File: src/rtl/bus_to_bb_addr_rx_if.sv
// Serial bus-address in / bridge-address out bundle for bus_to_bb_addr_rx.
// addr_err exists only when BB_ADDR_RANGE_CHECK_EN is defined.
interface bus_to_bb_addr_rx_if #(
    parameter int BB_ADDR_WIDTH = 13
);
    logic                     bus_addr_sdi;
    logic                     bus_addr_sv;
    logic                     busy;
    logic [BB_ADDR_WIDTH-1:0] bb_addr;
    logic                     bb_addr_valid;
    logic                     bb_addr_ready;
`ifdef BB_ADDR_RANGE_CHECK_EN
    logic                     addr_err;
`endif

    modport slave (
        input  bus_addr_sdi,
        input  bus_addr_sv,
        input  bb_addr_ready,
        output busy,
        output bb_addr,
        output bb_addr_valid
`ifdef BB_ADDR_RANGE_CHECK_EN
        ,
        output addr_err
`endif
    );

    modport master (
        output bus_addr_sdi,
        output bus_addr_sv,
        output bb_addr_ready,
        input  busy,
        input  bb_addr,
        input  bb_addr_valid
`ifdef BB_ADDR_RANGE_CHECK_EN
        ,
        input  addr_err
`endif
    );
endinterface

File: src/rtl/bus_to_bb_addr_rx.sv
// Recovers a bridge-local address from an LSB-first serial bus address.
// Optional range check (addr_err) enabled by BB_ADDR_RANGE_CHECK_EN.
module bus_to_bb_addr_rx #(
    parameter int BB_ADDR_WIDTH      = 13,
    parameter int BUS_ADDR_WIDTH     = 16,
    parameter int BUS_MEM_ADDR_WIDTH = 13
) (
    input  logic                 clk,
    input  logic                 rstn,
    bus_to_bb_addr_rx_if.slave   bus
);
    localparam int CNT_W = $clog2(BUS_ADDR_WIDTH + 1);

    typedef enum logic [1:0] {IDLE, SHIFT, CHECK, HOLD} state_e;

    state_e                    state_q;
    logic [CNT_W-1:0]          cnt_q;
    logic [BUS_ADDR_WIDTH-1:0] shreg_q;
    logic [BB_ADDR_WIDTH-1:0]  bb_addr_q;
    logic                      valid_q;

    logic [BUS_ADDR_WIDTH-1:0] shreg_d;
    logic [BB_ADDR_WIDTH-1:0]  mapped;

    // Right shift: the first (LSB) bit ends up at position 0 after a full word.
    assign shreg_d = {bus.bus_addr_sdi, shreg_q[BUS_ADDR_WIDTH-1:1]};
    assign mapped  = {shreg_q[BUS_MEM_ADDR_WIDTH], shreg_q[BB_ADDR_WIDTH-2:0]};

`ifdef BB_ADDR_RANGE_CHECK_EN
    logic legal;
    assign legal = (shreg_q[BUS_MEM_ADDR_WIDTH-1:BB_ADDR_WIDTH-1] == '0) &&
                   (shreg_q[BUS_ADDR_WIDTH-1:BUS_MEM_ADDR_WIDTH+1] == '0);
    assign bus.addr_err = (state_q == CHECK) && !legal;
`else
    // Out-of-range bits are intentionally dropped by the mapping.
    logic unused_range_bits;
    assign unused_range_bits = ^{shreg_q[BUS_MEM_ADDR_WIDTH-1:BB_ADDR_WIDTH-1],
                                 shreg_q[BUS_ADDR_WIDTH-1:BUS_MEM_ADDR_WIDTH+1]};
`endif

    always_ff @(posedge clk) begin
        if (!rstn) begin
            state_q   <= IDLE;
            cnt_q     <= '0;
            shreg_q   <= '0;
            bb_addr_q <= '0;
            valid_q   <= 1'b0;
        end else begin
            case (state_q)
                IDLE: begin
                    if (bus.bus_addr_sv) begin
                        shreg_q <= shreg_d;
                        cnt_q   <= CNT_W'(1);
                        state_q <= SHIFT;
                    end
                end
                SHIFT: begin
                    if (bus.bus_addr_sv) begin
                        shreg_q <= shreg_d;
                        cnt_q   <= cnt_q + CNT_W'(1);
                        if (cnt_q == CNT_W'(BUS_ADDR_WIDTH - 1))
                            state_q <= CHECK;
                    end
                end
                CHECK: begin
`ifdef BB_ADDR_RANGE_CHECK_EN
                    if (legal) begin
                        bb_addr_q <= mapped;
                        valid_q   <= 1'b1;
                        state_q   <= HOLD;
                    end else begin
                        cnt_q   <= '0;
                        state_q <= IDLE;
                    end
`else
                    bb_addr_q <= mapped;
                    valid_q   <= 1'b1;
                    state_q   <= HOLD;
`endif
                end
                HOLD: begin
                    if (bus.bb_addr_ready) begin
                        valid_q <= 1'b0;
                        cnt_q   <= '0;
                        state_q <= IDLE;
                    end
                end
                default: begin
                    cnt_q   <= '0;
                    valid_q <= 1'b0;
                    state_q <= IDLE;
                end
            endcase
        end
    end

    assign bus.busy          = (state_q == CHECK) || (state_q == HOLD);
    assign bus.bb_addr       = bb_addr_q;
    assign bus.bb_addr_valid = valid_q;
endmodule

File: src/flat_wrapper.sv
// flat-port wrapper written by rule: the top's interface ports become plain ports
module bus_to_bb_addr_rx_flat 
#(
    parameter int BB_ADDR_WIDTH      = 13,
    parameter int BUS_ADDR_WIDTH     = 16,
    parameter int BUS_MEM_ADDR_WIDTH = 13
)
  (clk, rstn, bus_bus_addr_sdi, bus_bus_addr_sv, bus_bb_addr_ready, bus_busy, bus_bb_addr, bus_bb_addr_valid);
  bus_to_bb_addr_rx_if #(.BB_ADDR_WIDTH(BB_ADDR_WIDTH)) bus_i ();
  input  logic clk;
  input  logic rstn;
  input wire logic [$bits(bus_i.bus_addr_sdi)-1:0] bus_bus_addr_sdi;
  input wire logic [$bits(bus_i.bus_addr_sv)-1:0] bus_bus_addr_sv;
  input wire logic [$bits(bus_i.bb_addr_ready)-1:0] bus_bb_addr_ready;
  output wire logic [$bits(bus_i.busy)-1:0] bus_busy;
  output wire logic [$bits(bus_i.bb_addr)-1:0] bus_bb_addr;
  output wire logic [$bits(bus_i.bb_addr_valid)-1:0] bus_bb_addr_valid;
  assign bus_i.bus_addr_sdi = bus_bus_addr_sdi;
  assign bus_i.bus_addr_sv = bus_bus_addr_sv;
  assign bus_i.bb_addr_ready = bus_bb_addr_ready;
  assign bus_busy = bus_i.busy;
  assign bus_bb_addr = bus_i.bb_addr;
  assign bus_bb_addr_valid = bus_i.bb_addr_valid;
  bus_to_bb_addr_rx #(.BB_ADDR_WIDTH(BB_ADDR_WIDTH), .BUS_ADDR_WIDTH(BUS_ADDR_WIDTH), .BUS_MEM_ADDR_WIDTH(BUS_MEM_ADDR_WIDTH)) u_core (.clk(clk), .rstn(rstn), .bus(bus_i));
endmodule
File: config.mk
export PLATFORM = sky130hd
export DESIGN_NAME = bus_to_bb_addr_rx_flat
export DESIGN_NICKNAME = d
export VERILOG_FILES = /design/src/rtl/bus_to_bb_addr_rx_if.sv /design/src/rtl/bus_to_bb_addr_rx.sv /design/src/flat_wrapper.sv
export SDC_FILE = /design/constraint.sdc
export NUM_CORES = 1
export LEC_CHECK = 0
export CORE_UTILIZATION = 65
export CTS_CLUSTER_SIZE = 20
export DETAILED_ROUTE_END_ITERATION = 6
export DONT_BUFFER_PORTS = 1
export HOLD_SLACK_MARGIN = 0.06
export PLACE_DENSITY = 0.83
export REMOVE_ABC_BUFFERS = 1
export SLEW_MARGIN = 25
export SYNTH_ARGS = -nofsm -noshare
export SYNTH_HDL_FRONTEND = slang
export SYNTH_SLANG_ARGS = --single-unit
File: constraint.sdc
create_clock -name clk -period 3 [get_ports clk]
set_clock_uncertainty 0.2 [all_clocks]
set_input_delay 0.75 -clock clk [delete_from_list [all_inputs] [get_ports clk]]
set_output_delay 0.75 -clock clk [all_outputs]
set_load 0.03 [all_outputs]
Word level (Yosys, flattened, before mapping)
Index checks and enable logic that the tools add are counted.
Word-level totals
  register bits: 37
  bits of input ports: 5
  output and inout port bits: 15
  logic and storage cells: 34
Cells by class
  add/sub/neg operators: 1
  eq/ne operators: 8
  muxes and demuxes: 11
  reductions and logical operators: 9
Operators with widths (number)
  5-bit two-way mux: 3
  5-bit one-hot mux with 3 select lines: 1
  2-bit two-way mux: 4
  2-bit one-hot mux with 4 select lines: 1
  4-bit AND reduction: 2
  2-bit != test (second input constant): 3
  5-bit by 1-bit adder with 5-bit output (second input constant): 1
  5-bit by 4-bit equality test with 1-bit output (second input constant): 1
  2-bit equality test (second input constant): 2
  2-bit AND reduction: 2
  3-bit nonzero test: 1
  2-bit by 1-bit equality test with 1-bit output (second input constant): 1
  2-bit logical NOT: 1
  2-bit by 1-bit != test with 1-bit output (second input constant): 1
  1-bit one-hot mux with 2 select lines: 1
  2-bit nonzero test: 1
  2-bit OR reduction: 1
  1-bit logical OR: 1
  1-bit two-way mux: 1

Depth between registers and ports, before layout
Gate-level depths: netlist of the first run.
  depth after elaboration: 4
  depth in mapped cells: 8
  depth with buffers taken out: 7

Least setup slack after synthesis of the first run
Ideal clock, no wire load.
  path kind: flip-flop to output port
  from: register u_core.state_q[0]
  to: output port bus_busy
  arrival: 1.347 ns
  data required time: 2.050 ns
  setup slack: 0.703 ns
  stages on the path, launching flop included: 6
  buffers on the path: 2
  path through: dfxtp_1 > inv_1 > ha_1 > buf_2 > buf_2 > or2_2
On the way
  longest elaborated chain between the ends: 2
  elaborated cells on any way between the ends: 3
  those cells by class: eq/ne: 2; reduce/logical: 1
Ends and longest elaborated chain
  from (decl): RTL line bus_to_bb_addr_rx.sv:16  | state_e state_q;
  from (signal assigned): RTL line bus_to_bb_addr_rx.sv:43  | state_q <= IDLE;
  from (signal assigned): RTL line bus_to_bb_addr_rx.sv:54  | state_q <= SHIFT;
  from (signal assigned): RTL line bus_to_bb_addr_rx.sv:62  | state_q <= CHECK;
  2-bit equality test: RTL line bus_to_bb_addr_rx.sv:97  | assign bus.busy = (state_q == CHECK) || (state_q == HOLD);
  1-bit logical OR (*): RTL line bus_to_bb_addr_rx.sv:97
  to (decl): RTL line flat_wrapper.sv:15  | output wire logic [$bits(bus_i.busy)-1:0] bus_busy;
Mark *: on every way between the ends. The rest lies on a longest branch, timed or not.

Final worst setup path of the first run
Ends and elaborated chain as after synthesis.

==> metrics.md, run 1 <==
| Metric | Value |
|---|---|
| Run status | `finished clean` |
| Dominant cell type by area after synthesis | `dfxtp_1` |
| IO Count | `20` |
| Max rail drop VDD | `469 uV` |
| Via count | `1127` |
| Max transition margin | `0.586` |
| First-pass iteration count of the detailed router | `5` |
| Die Wd | `50.3 um` |
| Register area | `741 um2` |
| HP Start | `u_core.shreg_q[15]` |
| Peak Freq | `416 MHz` |
| Leakage | `0.558 nW` |
| Yosys warning total | `0` |
| RSZ-0062 raised after global routing | `false` |
| Root Buffer | `clkbuf_4` |
| CP arrival | `1460 ps` |
| PortBufs | `0` |
| CTS tree | `done` |
| # clock sinks | `37` |
| Largest stage delay, worst path | `420 ps` |
| Clock Latency Late Sink | `330 ps` |
| Vias per cell | `5.78` |
| Largest cells by area after synthesis | `dfxtp_1 49%, nand2_1 9.4%, mux2i_1 8.6%` |
| Worst hold endpoint | `u_core.shreg_q[14]` |
| R2R Path Start | `u_core.state_q[1]` |
| Hold Path Depth | `2` |
| GPL Wtd Cong | `0.828` |
| Vias in the first global route | `1001` |
| Buf+Inv Stages, Crit Path | `1` |
| # DRC | `0` |
| Setup slack after placement | `886 ps` |
| Top Family by Delay on Critical Path | `flip-flops` |
| Fill cells | `180` |
| Post_cts resized | `0` |
| Layout cells sized above 1 | `0.0778` |
| Hold-fix buffers at CTS | `0` |
| Clk buf depth | `2` |
| Setup Viol. Count Final | `0` |
| Nets@finish | `178` |
| CTS buffer count | `5` |
| Starting Density | `0.684` |
| Routed Antenna Nets | `0` |
| Core Area | `0.00221 mm2` |
| Worst Reg-to-Reg Cells | `6` |
| Worst-Margin Slew | `621 ps` |
| Fin. Hold Viols | `0` |
| Die Y-Extent | `50.3 um` |
| Hold Crit Class | `reg -> reg` |
| Sequential fraction of the synthesis area | `0.489` |
| Global route total overflow | `0` |
| Util after Layout | `0.706` |
| Crit start category | `flop` |
| Synth top area share | `0.489` |
| Clock-pin slew on the worst setup and hold paths | `110 ps` |
| Drt wl/cell | `13.2 um` |
| Final worst path period need | `2410 ps` |
| DP Area | `0.00151 mm2` |
| DP Wirelength | `1720 um` |
| CP Capture Type | `output port` |
| Starting DRC count in detailed routing | `26` |
| CP Class | `reg -> out` |
| Final WS setup | `594 ps` |
| Slowest-stage cell, CP | `dfxtp_1` |
| Die ar. | `0.00253 mm2` |
| CP Max Fanout | `4` |
| First-pass GRT wire length | `4320 um` |
| Diode count | `0` |
| Footprint of the multi-input gates | `701 um2` |
| Avg Inst Size Synth | `9.01 um2` |
| Final Cell Area | `0.00156 mm2` |
| Crit Reg-Reg Endpoint | `u_core.cnt_q[0]` |
| Num rows | `17` |
| Cell variety after synth | `31` |
| Req. time, crit path | `2050 ps` |
| Post-synth design cell area | `0.00151 mm2` |
| Pwr Total | `0.00117 W` |
| FF-to-FF setup slack | `840 ps` |
| Antenna violations before repair | `0` |
| Tot GR Track Use | `0.232` |
| Crit share post-route | `0.802` |
| Count of final max-slew check failures | `0` |
| PwrDens | `747 mW/mm2` |
| MaxCap Viol Count | `0` |
| Crit-path cells | `inv_1 > ha_1 > or2_2` |
| FF+latch count, synth | `37` |
| H-tree depth | `2` |
| Post-CTS Setup Bufs | `0` |
| Area grow syn2layout | `3.14%` |
| Routed wire length | `2570 um` |
| Mapped Cells | `168` |
| Largest net degree at the start of global routing | `21` |
| TNS Setup | `0 ps` |
==> tightest hold or removal path, delay by kind of cell, from the launching register on <==
family	cells	cell delay [ps]
AO/OA/AOI/OAI	1	50
flip-flops	1	320
AND/OR/NAND/NOR	1	50
==> cell usage in the layout, fill, tap and decap left out, drive strengths merged, types with 2 or more instances in the layout <==
cell | Yosys | layout
mux2i | 13 | 13
nand2b | 2 | 2
nor2 | 17 | 17
o21ai | 2 | 2
nand3 | 3 | 3
a21oi | 18 | 18
ha | 6 | 6
buf | 6 | 2
dfxtp | 37 | 37
a311oi | 3 | 3
nand2 | 38 | 38
nor2b | 2 | 2
clkbuf | 4 | 7
inv | 3 | 3
o21a | 2 | 2
==> through the flow <==
step	std cells	hold slack (ps)
6_report	195	254
5_1_grt	195	276
4_1_cts	195	258
3_5_place_dp	188	246
3_3_place_gp	188	238
2_1_floorplan	158	232
==> layer usage <==
layer,part of all wire,vias to the layer above,global-route usage
met1,0.46,524,0.279
met5,0,-,0
met2,0.47,31,0.371
met3,0.061,4,0.0909
met4,0.012,0,0.0857
li1,-,568,-
==> area by class of cell <==
class / instances / share of cell area
inverter: 4 / 0.00962
multi-input combinational: 117 / 0.449
timing repair buffer: 2 / 0.00962
clock buffer: 7 / 0.0353
tap: 28 / 0.0224
sequential: 37 / 0.474
==> synthesized netlist by cell type <==
| cell | instances |
|---|---|
| a211oi_1 | 1 |
| a21oi_1 | 18 |
| a311oi_1 | 2 |
| a311oi_2 | 1 |
| a41o_1 | 1 |
| a41oi_1 | 1 |
| and3_1 | 1 |
| buf_2 | 4 |
| buf_6 | 2 |
| clkbuf_1 | 4 |
| clkinv_1 | 1 |
| dfxtp_1 | 37 |
| ha_1 | 6 |
| inv_1 | 3 |
| mux2_2 | 1 |
| mux2i_1 | 13 |
| nand2_1 | 38 |
| nand2b_1 | 2 |
| nand3_1 | 3 |
| nor2_1 | 17 |
| nor2b_1 | 2 |
| nor3b_1 | 1 |
| o211a_1 | 1 |
| o21a_1 | 1 |
| o21a_4 | 1 |
| o21ai_1 | 1 |
| o21ai_2 | 1 |
| o22ai_1 | 1 |
| o31ai_1 | 1 |
| o32ai_1 | 1 |
| or2_2 | 1 |
==> registers in the layout, summed over array words and instances, names as in the netlist <==
name,cells
u_core.bus.bb_addr,13
u_core.bus.bb_addr_valid,1
u_core.cnt_q,5
u_core.shreg_q,16
u_core.state_q,2
==> cell families after synthesis <==
family                   share of synthesized area
multiplexers                                0.0934
AO/OA/AOI/OAI                                0.144
AND/OR/NAND/NOR                              0.176
adder cells (fa/ha/maj)                     0.0496
buffers and inverters                       0.0479
flip-flops                                   0.489
==> how the worst max path moves through the flow <==
stage                       from              end  depth (start not counted)
5_1_grt        u_core.state_q[0]         bus_busy                          3
6_report       u_core.state_q[0]         bus_busy                          3
2_1_floorplan  u_core.state_q[0]         bus_busy                          3
3_3_place_gp   u_core.state_q[1]  u_core.cnt_q[3]                          6
4_1_cts        u_core.state_q[0]         bus_busy                          3
3_5_place_dp   u_core.state_q[1]  u_core.cnt_q[0]                          6
==> power breakdown <==
part	leakage, nW	internal [W]	switching [W]	total [W]
sequential	0.299	0.000521	0.0000361	0.000557
clock	0.0314	0.000111	0.000151	0.000261
combinational	0.228	0.000124	0.000224	0.000348
total	0.558	0.000755	0.000411	0.00117
No activity file was read; power rests on OpenSTA's default activity.
==> run 2: changes to the inputs <==
CORE_UTILIZATION = 55   (was 65)
PLACE_DENSITY = 0.75   (was 0.83)
clock period = 2.05 ns   (was 3 ns; I/O delays follow)
==> metrics.md, run 2 (synthesis results as in run 1) <==
| Metric | Value |
|---|---|
| Area grow syn2layout | `7.36% (was 3.14%)` |
| Slowest-stage cell, CP | `dfxtp_4 (was dfxtp_1)` |
| Crit share post-route | `0.969` |
| Die Wd | `54.5 um (was 50.3 um)` |
| FF-to-FF setup slack | `250 ps (was 840 ps)` |
| Largest net degree at the start of global routing | `21 (unchanged)` |
| Peak Freq | `503 MHz` |
| Clk buf depth | `2 (unchanged)` |
| Routed Antenna Nets | `0 (unchanged)` |
| H-tree depth | `2 (unchanged)` |
| Largest stage delay, worst path | `380 ps (was 420 ps)` |
| Global route total overflow | `0 (unchanged)` |
| Starting DRC count in detailed routing | `11 (was 26)` |
| DP Area | `0.00152 mm2 (was 0.00151 mm2)` |
| Layout cells sized above 1 | `0.0994 (was 0.0778)` |
| Req. time, crit path | `1340 ps (was 2050 ps)` |
| Max rail drop VDD | `1510 uV (was 469 uV)` |
| Clock-pin slew on the worst setup and hold paths | `110 ps (about the same)` |
| Vias in the first global route | `1010 (was 1001)` |
| Antenna violations before repair | `0 (unchanged)` |
| PwrDens | `1160 mW/mm2 (was 747 mW/mm2)` |
| Most common cell after layout, fill and taps aside | `nand2_1 (unchanged)` |
| Final Cell Area | `0.00163 mm2 (was 0.00156 mm2)` |
| IO Count | `20 (unchanged)` |
| Run status | `finished clean (unchanged)` |
| Commonest non-fill, non-tap cells in the layout | `38 x nand2_1, 36 x dfxtp_1, 18 x a21oi_1 (was 38 x nand2_1, 37 x dfxtp_1, 18 x a21oi_1)` |
| # DRC | `0 (unchanged)` |
| # clock sinks | `37 (unchanged)` |
| CTS buffer count | `5 (unchanged)` |
| Die Y-Extent | `54.5 um (was 50.3 um)` |
| Clock Latency Late Sink | `330 ps (about the same)` |
| Final worst path period need | `1990 ps` |
| Via count | `1121 (was 1127)` |
| Max transition margin | `0.735 (was 0.586)` |
| Setup Viol. Count Final | `0 (unchanged)` |
| CP Max Fanout | `4 (unchanged)` |
| Fin. Hold Viols | `0 (unchanged)` |
| Starting Density | `0.595 (was 0.684)` |
| CP Capture Type | `output port (unchanged)` |
| Largest Register | `u_core.shreg_q (unchanged)` |
| Max reg flops | `16 (unchanged)` |
| DP Wirelength | `1780 um (was 1720 um)` |
| Drt wl/cell | `13.2 um (about the same)` |
| Top Family by Delay on Critical Path | `flip-flops (unchanged)` |
| Nets@finish | `181 (was 178)` |
| Diode count | `0 (unchanged)` |
| Tot GR Track Use | `0.210 (was 0.232)` |
| TNS Setup | `0 ps (unchanged)` |
| Root Buffer | `clkbuf_4 (unchanged)` |
| Crit start category | `flop (unchanged)` |
| MaxCap Viol Count | `0 (unchanged)` |
| Hold Crit Class | `in -> reg (was reg -> reg)` |
| CP arrival | `1270 ps (was 1460 ps)` |
| Leakage | `0.585 nW (was 0.558 nW)` |
| CTS tree | `done (unchanged)` |
| Core Area | `0.00254 mm2 (was 0.00221 mm2)` |
| Pwr Total | `0.00188 W (was 0.00117 W)` |
| PortBufs | `0 (unchanged)` |
| First-pass GRT wire length | `4280 um (was 4320 um)` |
| GPL Wtd Cong | `0.731 (was 0.828)` |
| Die ar. | `0.00297 mm2 (was 0.00253 mm2)` |
| CP Class | `reg -> out (unchanged)` |
| First-pass iteration count of the detailed router | `2 (was 5)` |
| Num rows | `18 (was 17)` |
| Vias per cell | `5.58 (was 5.78)` |
| RSZ-0062 raised after global routing | `false (unchanged)` |
| WHS | `99.7 ps (was 254 ps)` |
| Count of final max-slew check failures | `0 (unchanged)` |
| Crit-path cells | `inv_1 > ha_1 > or2_4 (was inv_1 > ha_1 > or2_2)` |
| Buf+Inv Stages, Crit Path | `1 (unchanged)` |
| Worst-Margin Slew | `396 ps (was 621 ps)` |
| Routed wire length | `2650 um (was 2570 um)` |
==> run 2: timing repair <==
item | CTS | global route
endpoints found under the setup margin | 1 | 1
resized for setup | 2 | 1
hold buffers | 0 | 1
hold endpoints to repair | 0 | 1
setup buffers | 0 | 0
==> run 2: final cells by class <==
cell class              instances  area, um2
fillers                       222        920
flip-flops and latches         37        744
multi-input cells             117        703
clock buffers                   7       55.1
repair buffers                  5       40.0
well taps                      30       37.5
clock inverters                 1       30.0
inverters                       4       15.0
==> run 2: per-stage QoR <==
stage / setup slack (ps) / instances / utilization
finish: 63.5 / 201 / 0.639
global route: 7.50 / 201 / 0.639
CTS: 37.1 / 200 / 0.634
detailed placement: 247 / 192 / 0.599
global placement: 344 / 192 / 0.599
floorplan: 34.2 / 158 / -
==> run 2: worst paths after layout <==
path | from | to | cells after the start
max | u_core.state_q[0] | bus_busy | 3
min | rstn | u_core.cnt_q[3] | 1
max reg2reg | u_core.state_q[1] | u_core.state_q[0] | 6
min reg2reg | u_core.shreg_q[14] | u_core.shreg_q[13] | 2
==> run 2: routing by layer <==
metal	vias to the layer above	global-route usage	wire length, um	part of all wire
li1	571	-	-	-
met5	-	0	0	0
met2	17	0.368	1370	0.52
met4	0	0.115	46	0.017
met1	526	0.220	1140	0.43
met3	7	0.0667	92	0.035
==> run 2: where the power goes <==
part	internal, W	leakage, nW	switching (W)	total (W)
combinational	0.000208	0.240	0.000335	0.000543
sequential	0.000767	0.299	0.0000504	0.000817
clock	0.000291	0.0455	0.000226	0.000517
==> run 3: changes to the inputs <==
CAP_MARGIN = 10   (was default)
==> results of run 3 <==
No change in the layout: final DEF, timing and power equal those of run 2.
